==> src/rtl/hwt_seq_trigger.sv <==
// Sequence trigger: watches {A,B,C,D} for the programmed P0..P3 run and holds trig
// for HOLD_CYCLES clocks. Define HWT_PAYLOAD_EN to invert Y while trig is high.
module hwt_seq_trigger #(
   parameter logic [3:0]  P0          = 4'b1000,
   parameter logic [3:0]  P1          = 4'b1100,
   parameter logic [3:0]  P2          = 4'b1110,
   parameter logic [3:0]  P3          = 4'b1111,
   parameter int unsigned HOLD_CYCLES = 8
) (
   input  logic       clk,
   input  logic       rst,
   input  logic       A,
   input  logic       B,
   input  logic       C,
   input  logic       D,
   input  logic       Y_in,
   output logic       Y_out,
   output logic       trig,
   output logic [1:0] armed,
   output logic [7:0] fire_cnt,
   output logic [2:0] state_dbg
);

   localparam logic [7:0] HOLD_LOAD = 8'(HOLD_CYCLES - 1);

   typedef enum logic [2:0] {
      IDLE = 3'd0,
      S1   = 3'd1,
      S2   = 3'd2,
      S3   = 3'd3,
      FIRE = 3'd4
   } state_t;

   state_t     state, state_nxt;
   logic [7:0] hold_cnt, hold_nxt;
   logic [7:0] fire_nxt;
   logic [3:0] nib;

   assign nib = {A, B, C, D};

   always_ff @(posedge clk) begin
      if (rst) begin
         state    <= IDLE;
         hold_cnt <= 8'd0;
         fire_cnt <= 8'd0;
      end else begin
         state    <= state_nxt;
         hold_cnt <= hold_nxt;
         fire_cnt <= fire_nxt;
      end
   end

   always_comb begin
      state_nxt = state;
      hold_nxt  = hold_cnt;
      fire_nxt  = fire_cnt;
      case (state)
         IDLE: if (nib == P0) state_nxt = S1;
         S1: begin
            if (nib == P1)      state_nxt = S2;
            else if (nib == P0) state_nxt = S1;
            else                state_nxt = IDLE;
         end
         S2: begin
            if (nib == P2)      state_nxt = S3;
            else if (nib == P0) state_nxt = S1;
            else                state_nxt = IDLE;
         end
         S3: begin
            if (nib == P3) begin
               state_nxt = FIRE;
               hold_nxt  = HOLD_LOAD;
               if (fire_cnt != 8'hFF) fire_nxt = fire_cnt + 8'd1;
            end else if (nib == P0) begin
               state_nxt = S1;
            end else begin
               state_nxt = IDLE;
            end
         end
         FIRE: begin
            // Inputs are ignored here; detection resumes only from IDLE.
            if (hold_cnt == 8'd0) state_nxt = IDLE;
            else                  hold_nxt  = hold_cnt - 8'd1;
         end
         default: state_nxt = IDLE;
      endcase
   end

   // trig and armed decode only the state register, never the live inputs.
   always_comb begin
      armed = 2'd0;
      case (state)
         S1:      armed = 2'd1;
         S2:      armed = 2'd2;
         S3:      armed = 2'd3;
         default: armed = 2'd0;
      endcase
   end

   assign trig      = (state == FIRE);
   assign state_dbg = state;

`ifdef HWT_PAYLOAD_EN
   assign Y_out = Y_in ^ trig;
`else
   assign Y_out = Y_in;
`endif

endmodule

==> config.mk <==
export PLATFORM = sky130hd
export DESIGN_NAME = hwt_seq_trigger
export DESIGN_NICKNAME = d
export VERILOG_FILES = /design/src/rtl/hwt_seq_trigger.sv
export SDC_FILE = /design/constraint.sdc
export NUM_CORES = 1
export LEC_CHECK = 0
export BUFFER_PORTS_ARGS = -buffer_cell sky130_fd_sc_hd__buf_2
export CORE_AREA = 2 2 50 52
export CTS_CLUSTER_DIAMETER = 50
export DETAILED_ROUTE_END_ITERATION = 10
export DIE_AREA = 0 0 52 54
export PLACE_DENSITY = 0.66
export SETUP_SLACK_MARGIN = 0.1
export SYNTH_ARGS = -nofsm -noshare
export SYNTH_HDL_FRONTEND = slang
export SYNTH_SLANG_ARGS = --single-unit
==> constraint.sdc <==
create_clock -name clk -period 1.98 [get_ports clk]
set_clock_uncertainty 0.05 [all_clocks]
set_input_delay 0.495 -clock clk [delete_from_list [all_inputs] [get_ports clk]]
set_output_delay 0.495 -clock clk [all_outputs]
set_load 0.02 [all_outputs]
# Word level (Yosys, flattened, before mapping)
# Cells that the tools add are included.
word_totals:
  inputBits: 7
  reg_bits: 19
  output_inout_bits: 15
classes:
  mux: 11
  n_eq_ne: 13
  n_addsub: 2
  n_reduce_logical: 6
op_table:
  columns: ["cell", "n"]
  rows:
  - ["equality test 4 bit (second input constant)", 4]
  - ["two-way mux 8 bit", 2]
  - ["one-hot mux 8 bit (2 select lines)", 1]
  - ["one-hot mux 3 bit (5 select lines)", 1]
  - ["two-way mux 3 bit", 3]
  - ["adder 8 x 1 -> 8 bit (second input constant)", 1]
  - ["logical NOT 8 bit", 1]
  - ["inequality test 8 bit (second input constant)", 1]
  - ["subtractor 8 x 1 -> 8 bit (second input constant)", 1]
  - ["equality test 3 x 2 -> 1 bit (second input constant)", 2]
  - ["inequality test 2 bit (second input constant)", 3]
  - ["one-hot mux 2 bit (3 select lines)", 1]
  - ["AND reduction 3 bit", 2]
  - ["two-way mux 2 bit", 2]
  - ["equality test 3 x 1 -> 1 bit (second input constant)", 1]
  - ["equality test 3 bit (second input constant)", 1]
  - ["logical NOT 3 bit", 1]
  - ["inequality test 2 x 1 -> 1 bit (second input constant)", 1]
  - ["AND reduction 2 bit", 1]
  - ["nonzero test 2 bit", 1]
  - ["two-way mux 1 bit", 1]

# Longest topological paths before layout
# Gate-level depths: netlist (run 1).
logic_depth:
  depth_word: 4
  mapped_depth: 6

# Worst setup path before layout (run 1)
# Ideal clock, no wire load.
synth_path:
  kind: "register -> register"
  from: "reg state[2] (netlist: state_dbg[2])"
  to: "reg hold_cnt[2]"
  stages_incl_launch_ff: 5
  path_buffers: 0
  t_arrival_ns: 1.860
  period_less_slack_ns: 2.001
  slack_ns: -0.021
  path_cell_list: "dfxtp_1 -> nor3b_1 -> o21a_1 -> a211oi_1 -> a311oi_1"
synth_between:
  elab_chain_cells: 3
  elab_cells_between_ends: 7
  classes_between: "4 x eq/ne; 1 x mux; 2 x reduce/logical"
synth_lines:
  columns: ["item", "line_no", "rtl"]
  rows:
  - ["start, declared", "34", "state_t state, state_nxt;"]
  - ["start signal, assigned", "47", "state <= state_nxt;"]
  - ["equality test 3 bit (*)", null, null]
  - ["net trig", "18", "output logic trig,"]
  - ["inequality test 2 bit (no source line) or nonzero test 2 bit (tied branches)", null, null]
  - ["AND reduction 3 bit (no source line)", null, null]
  - ["end signal, assigned", "48", "hold_cnt <= hold_nxt;"]
  - ["end, declared", "35", "logic [7:0] hold_cnt, hold_nxt;"]
# Mark *: on every way through the listed nets, which the timed path passes. The rest lies on a longest branch.
# A chain may end at the register's enable or synchronous reset.

# Worst setup path in the final report (run 1)
layout_path:
  from: "reg state[0] (netlist: state_dbg[0])"
  to: "reg fire_cnt[5]"
layout_between:
  elab_chain_cells: 2
layout_lines:
  columns: ["item", "line_no", "rtl"]
  rows:
  - ["equality test 3 x 2 -> 1 bit", "57", "case (state)"]
  - ["AND reduction 3 bit (no source line)", null, null]
  - ["end signal, assigned", "49", "fire_cnt <= fire_nxt;"]
  - ["end, declared", "20", "output logic [7:0] fire_cnt,"]
# No other way between the ends.

==> results of run 1 <==
==> state kept, by name, summed over array words and instances (netlist names) <==
| name | cells |
|---|---|
| hold_cnt | 8 |
| state_dbg | 3 |
| fire_cnt | 8 |
==> per-stage QoR <==
step | total power [uW] | area, sq um | setup WS (ns) | hold WS, ns
after floorplan | 403 | 968 | 0.197 | 0.426
after global placement | 409 | 1110 | 0.0669 | 0.432
after detailed placement | 410 | 1110 | 0.0373 | 0.444
after CTS | 607 | 1140 | 0.112 | 0.394
after global routing | 621 | 1160 | 0.0931 | 0.425
final | 601 | 1160 | 0.197 | 0.396
==> Yosys cell counts (2+ instances only) <==
library cell / instances / area, sq um
a211oi_1: 2 / 15.0
a21oi_1: 9 / 45.0
and3_1: 2 / 12.5
buf_2: 2 / 10.0
clkbuf_1: 2 / 7.51
dfxtp_1: 19 / 380
ha_1: 3 / 37.5
inv_1: 3 / 11.3
mux2i_1: 2 / 20.0
nand2_1: 5 / 18.8
nand3_1: 4 / 20.0
nor2_1: 12 / 45.0
nor2b_1: 2 / 12.5
nor3_1: 3 / 15.0
o21ai_0: 3 / 15.0
o31ai_1: 5 / 37.5
or3_1: 5 / 31.3
or4_1: 5 / 37.5
xor2_1: 3 / 26.3
==> per-layer routing <==
layer / up-vias / wire [microns] / GRT usage, %
met4: 0 / 30 / 7.89
met1: 439 / 941 / 21.2
met5: - / 0 / 0
met3: 4 / 86 / 2.50
li1: 464 / - / -
met2: 18 / 972 / 22.8
==> repair_timing <==
action,4_1_cts,5_1_grt
pin swaps,0,0
setup endpoints to repair,1,8
gates resized for setup,2,4
setup buffers,0,1
==> cell type report <==
| cell class | instances | share of cell area [%] |
|---|---|---|
| multi-input combinational | 85 | 49.0 |
| sequential | 19 | 33.0 |
| timing repair buffer | 24 | 11.5 |
| tap | 30 | 3.24 |
| clock buffer | 3 | 1.95 |
| inverter | 3 | 0.973 |
| clock inverter | 1 | 0.432 |
==> path summary, 6_finish.rpt <==
kind / cells after the start / to / slack, ns / start
setup / recovery: 4 / fire_cnt[5]$_SDFFE_PP0P_ / 0.20 / state_dbg[0]$_SDFFE_PP0P_
hold / removal: 2 / state_dbg[1]$_SDFFE_PP0P_ / 0.40 / B
setup reg to reg: 4 / fire_cnt[5]$_SDFFE_PP0P_ / 0.20 / state_dbg[0]$_SDFFE_PP0P_
hold reg to reg: 2 / fire_cnt[5]$_SDFFE_PP0P_ / 0.46 / fire_cnt[5]$_SDFFE_PP0P_
==> kinds of logic (layout without fill, tap and decap cells) <==
kind of cell             count (synthesis)  in the layout  share of synthesized area, %
flip-flops                              19             19                          39.5
buffers and inverters                    8             31                          3.77
multiplexers                             2              2                          2.08
adder cells (fa/ha/maj)                  3              3                          3.90
XOR/XNOR                                 3              3                          2.73
AO/OA/AOI/OAI                           26             26                          17.4
AND/OR/NAND/NOR                         51             51                          30.7
==> where the power goes <==
| group | total [uW] | switching [uW] | internal, uW |
|---|---|---|---|
| Clock | 200 | 125 | 75.2 |
| Combinational | 18.0 | 11.2 | 6.87 |
| Sequential | 383 | 0.831 | 382 |
==> results.cfg, run 1 <==
[logic_synthesis]
synth_edf_count = 0
yosys_warnings = 0
synth_area_sq_um = 963
synthFlopType = dfxtp_1
avgSynthCellArea_sq_um = 8.60
synth-seq-area-share_pct = 39.5
ys_types = 40
synth_nets = 122
synth-seq-cells = 19
synthArstFlopShare_pct = 0
synthCells = 112

[route]
drc = 0
wl_mm = 2.03
antenna_left = 0
drt-initial-drc-count = 21
routedWlPerCell_microns = 12.3
vias = 925
drt-pass1-iter-count = 4
via_per_inst = 5.61

[timing]
final-setup-viol-count = 0
maxSlewHeadroom_pct = 73.3
finalHoldViolCount = 0
period_share_pct = 90.0
finalCriticalPeriod_ns = 1.78
maxSlewViolCount = 0
fmax_mhz = 561
worstMarginPinSlew_ns = 0.394
rsz0062_at_grt = true
tns_ns = 0

[layout]
antennaDiodeCount = 0
multi_input_area_sq_um = 567
nets = 146
finalCoreUtilization_pct = 49.9
drive_gt1_share_pct = 25.9
layout_commonest_cell = buf_2
fillers = 226
seq_area_sq_um = 382
syn_to_final_growth_pct = 20.1
final_cell_mix = buf_2 (19), dfxtp_1 (18), nor2_1 (12)
fin_cells = 165

[worst_setup_path]
crit_arrival_ns = 1.97
cp-end-kind = register
critPathMaxStageDelay_ns = 0.54
crit_fanout = 9
startpoint_type = register
critical-path-top-delay-family = simple AND/OR/NAND/NOR gates
critPathKind = register to register
cp.required_ns = 2.16
path_buf_inv = 0
crit_path_top_delay_cell = or4_1
cp_cell_sequence = nand3_1, or2_1, or4_1, a21oi_1

[clock_tree]
root_buffer = clkbuf_4
cts_htree_levels = 1
cts.sinks = 19
ctsHoldBuffers = 0
clock_path_buffers = 2
cts_tree = built
clk_pin_slew_worst_paths_ns = 0.12
insertion_delay_ns = 0.30
cts_inserted_buffers = 3

[pwr]
ir_drop_mv = 0.222
p_leak_uw = 0.000462
pwr_density_cell_nw_per_um2 = 519

[placement]
place.gp.congestion = 0.780
placed_cells = 160
portBuffers = 19
dp_hpwl_mm = 1.46

[floorplanning]
start_util_pct = 41.5
placement_rows = 18
io_pins = 22
die_w_microns = 52
die_y_microns = 54
core-area_sq_um = 2320
dieArea_sq_um = 2810

[global_route]
grt-ovfl-total = 0
grt_use_total_pct = 15.3
grt_antenna_before_repair = 0
grt_max_degree = 15
grt_pass1_wl_mm = 3.20
grt_pass1_vias = 714

[worst_hold_path]
hold_path_class = primary input to register

[run_status]
status = complete, no violations

[job]
maxCapViolations = 0
(Power assumes the default switching activity.)
==> run 2, diff against run 1 <==
- RECOVER_POWER: default -> 50
==> results.cfg, run 2 (synthesized netlist as in run 1, its figures left out) <==
[layout]
final_cell_mix = dfxtp_1 (19), nor2_1 (12), clkbuf_1 (11)
syn_to_final_growth_pct = 18.6
antennaDiodeCount = 0
drive_gt1_share_pct = 17.0
final_area_sq_um = 1140
fin_cells = 165
layout_commonest_cell = dfxtp_1
nets = 146

[placement]
portBuffers = 19
postPlaceCellArea_sq_um = 1110
dp_hpwl_mm = 1.46
placed_cells = 160
place.gp.congestion = 0.780

[pwr]
ir_drop_mv = 0.223
pwr_density_cell_nw_per_um2 = 526
p_leak_uw = 0.000412

[worst_setup_path]
crit_fanout = 9
startpoint = state_dbg[1]$_SDFFE_PP0P_
critPathKind = register to register
path_buf_inv = 0
crit_path_top_delay_cell = or4_1
critPathMaxStageDelay_ns = 0.54
cp.required_ns = 2.16
r2r-start = state_dbg[1]$_SDFFE_PP0P_
critical-path-top-delay-family = simple AND/OR/NAND/NOR gates
cp_cell_sequence = nand4b_1, or2_1, or4_1, a21oi_1
crit_arrival_ns = 1.98
startpoint_type = register
cp-end-kind = register

[floorplanning]
start_util_pct = 41.5
placement_rows = 18
die_w_microns = 52
io_pins = 22
die_y_microns = 54
dieArea_sq_um = 2810
core-area_sq_um = 2320

[clock_tree]
insertion_delay_ns = 0.30
clock_path_buffers = 2
root_buffer = clkbuf_4
ctsHoldBuffers = 0
cts.sinks = 19
cts_htree_levels = 1
clk_pin_slew_worst_paths_ns = 0.12
cts_tree = built
cts_inserted_buffers = 3

[timing]
finalCriticalPeriod_ns = 1.80
final-setup-viol-count = 0
maxSlewHeadroom_pct = 72.9
period_share_pct = 90.9
finalHoldViolCount = 0
worstMarginPinSlew_ns = 0.401
maxSlewViolCount = 0
tns_ns = 0
fmax_mhz = 555
rsz0062_at_grt = true

[route]
antenna_left = 0
wl_mm = 2.03
routedWlPerCell_microns = 12.3
via_per_inst = 5.55
drt-initial-drc-count = 21
drc = 0
vias = 915
drt-pass1-iter-count = 4

[global_route]
grt_use_total_pct = 15.3
grt_pass1_wl_mm = 3.20
grt_pass1_vias = 714
grt_max_degree = 15
grt-ovfl-total = 0
grt_antenna_before_repair = 0

[worst_hold_path]
hold_path_class = primary input to register
min-delay-start = B

[job]
maxCapViolations = 0

[run_status]
status = complete, no violations
run 2: cell count changes in the layout (fill, tap and decap cells not counted), sizes merged:
| cell | delta |
|---|---|
| clkbuf | +11 |
| buf | -11 |
run 2: area by class of cell:
cell class                      count  area (sq um)
Clock inverter                      1          5.00
Multi-Input combinational cell     85           567
Timing Repair Buffer               24           119
Sequential cell                    19           380
Inverter                            3          11.3
Fill cell                         231          1180
Tap cell                           30          37.5
Clock buffer                        3          22.5
run 2: per-stage QoR:
step                      hold WS, ns  utilization, %  setup slack [ns]  power, uW
final                           0.398            49.2             0.180        600
after global routing            0.425            49.2            0.0760        621
after CTS                       0.394            49.0             0.112        607
after detailed placement        0.444            47.7            0.0373        410
after global placement          0.432            47.7            0.0669        409
after floorplan                 0.426               -             0.197        403
run 2: final timing paths:
path	end	slack, ns	cells past startpoint
hold reg to reg	fire_cnt[5]$_SDFFE_PP0P_	0.46	2
hold / removal	state_dbg[1]$_SDFFE_PP0P_	0.40	2
setup reg to reg	fire_cnt[5]$_SDFFE_PP0P_	0.18	4
setup / recovery	fire_cnt[5]$_SDFFE_PP0P_	0.18	4
run 2: power breakdown:
group	leakage (uW)	total, uW	switching, uW	internal [uW]
Clock	0.0000177	199	124	75.2
Sequential	0.000153	383	0.833	382
Combinational	0.000241	18.1	11.3	6.74
run 2: what timing repair did:
action / CTS / global route
resized for setup: 2 / 4
buffers inserted: 0 / 1
endpoints found under the setup margin: 1 / 8
pin swaps: 0 / 0
run 2: worst reg2reg max path, stage by stage (launching register included):
cell and delay [ns]:
dfxtp_1 0.49, nand4b_1 0.15, or2_1 0.35, or4_1 0.54, a21oi_1 0.15
run 2: layer usage:
layer	part of all wire [%]	GRT usage (%)	up-vias
li1	-	-	463
met4	1.5	7.89	0
met3	4.3	2.50	4
met1	46	21.2	432
met5	0	0	-
met2	48	22.8	16
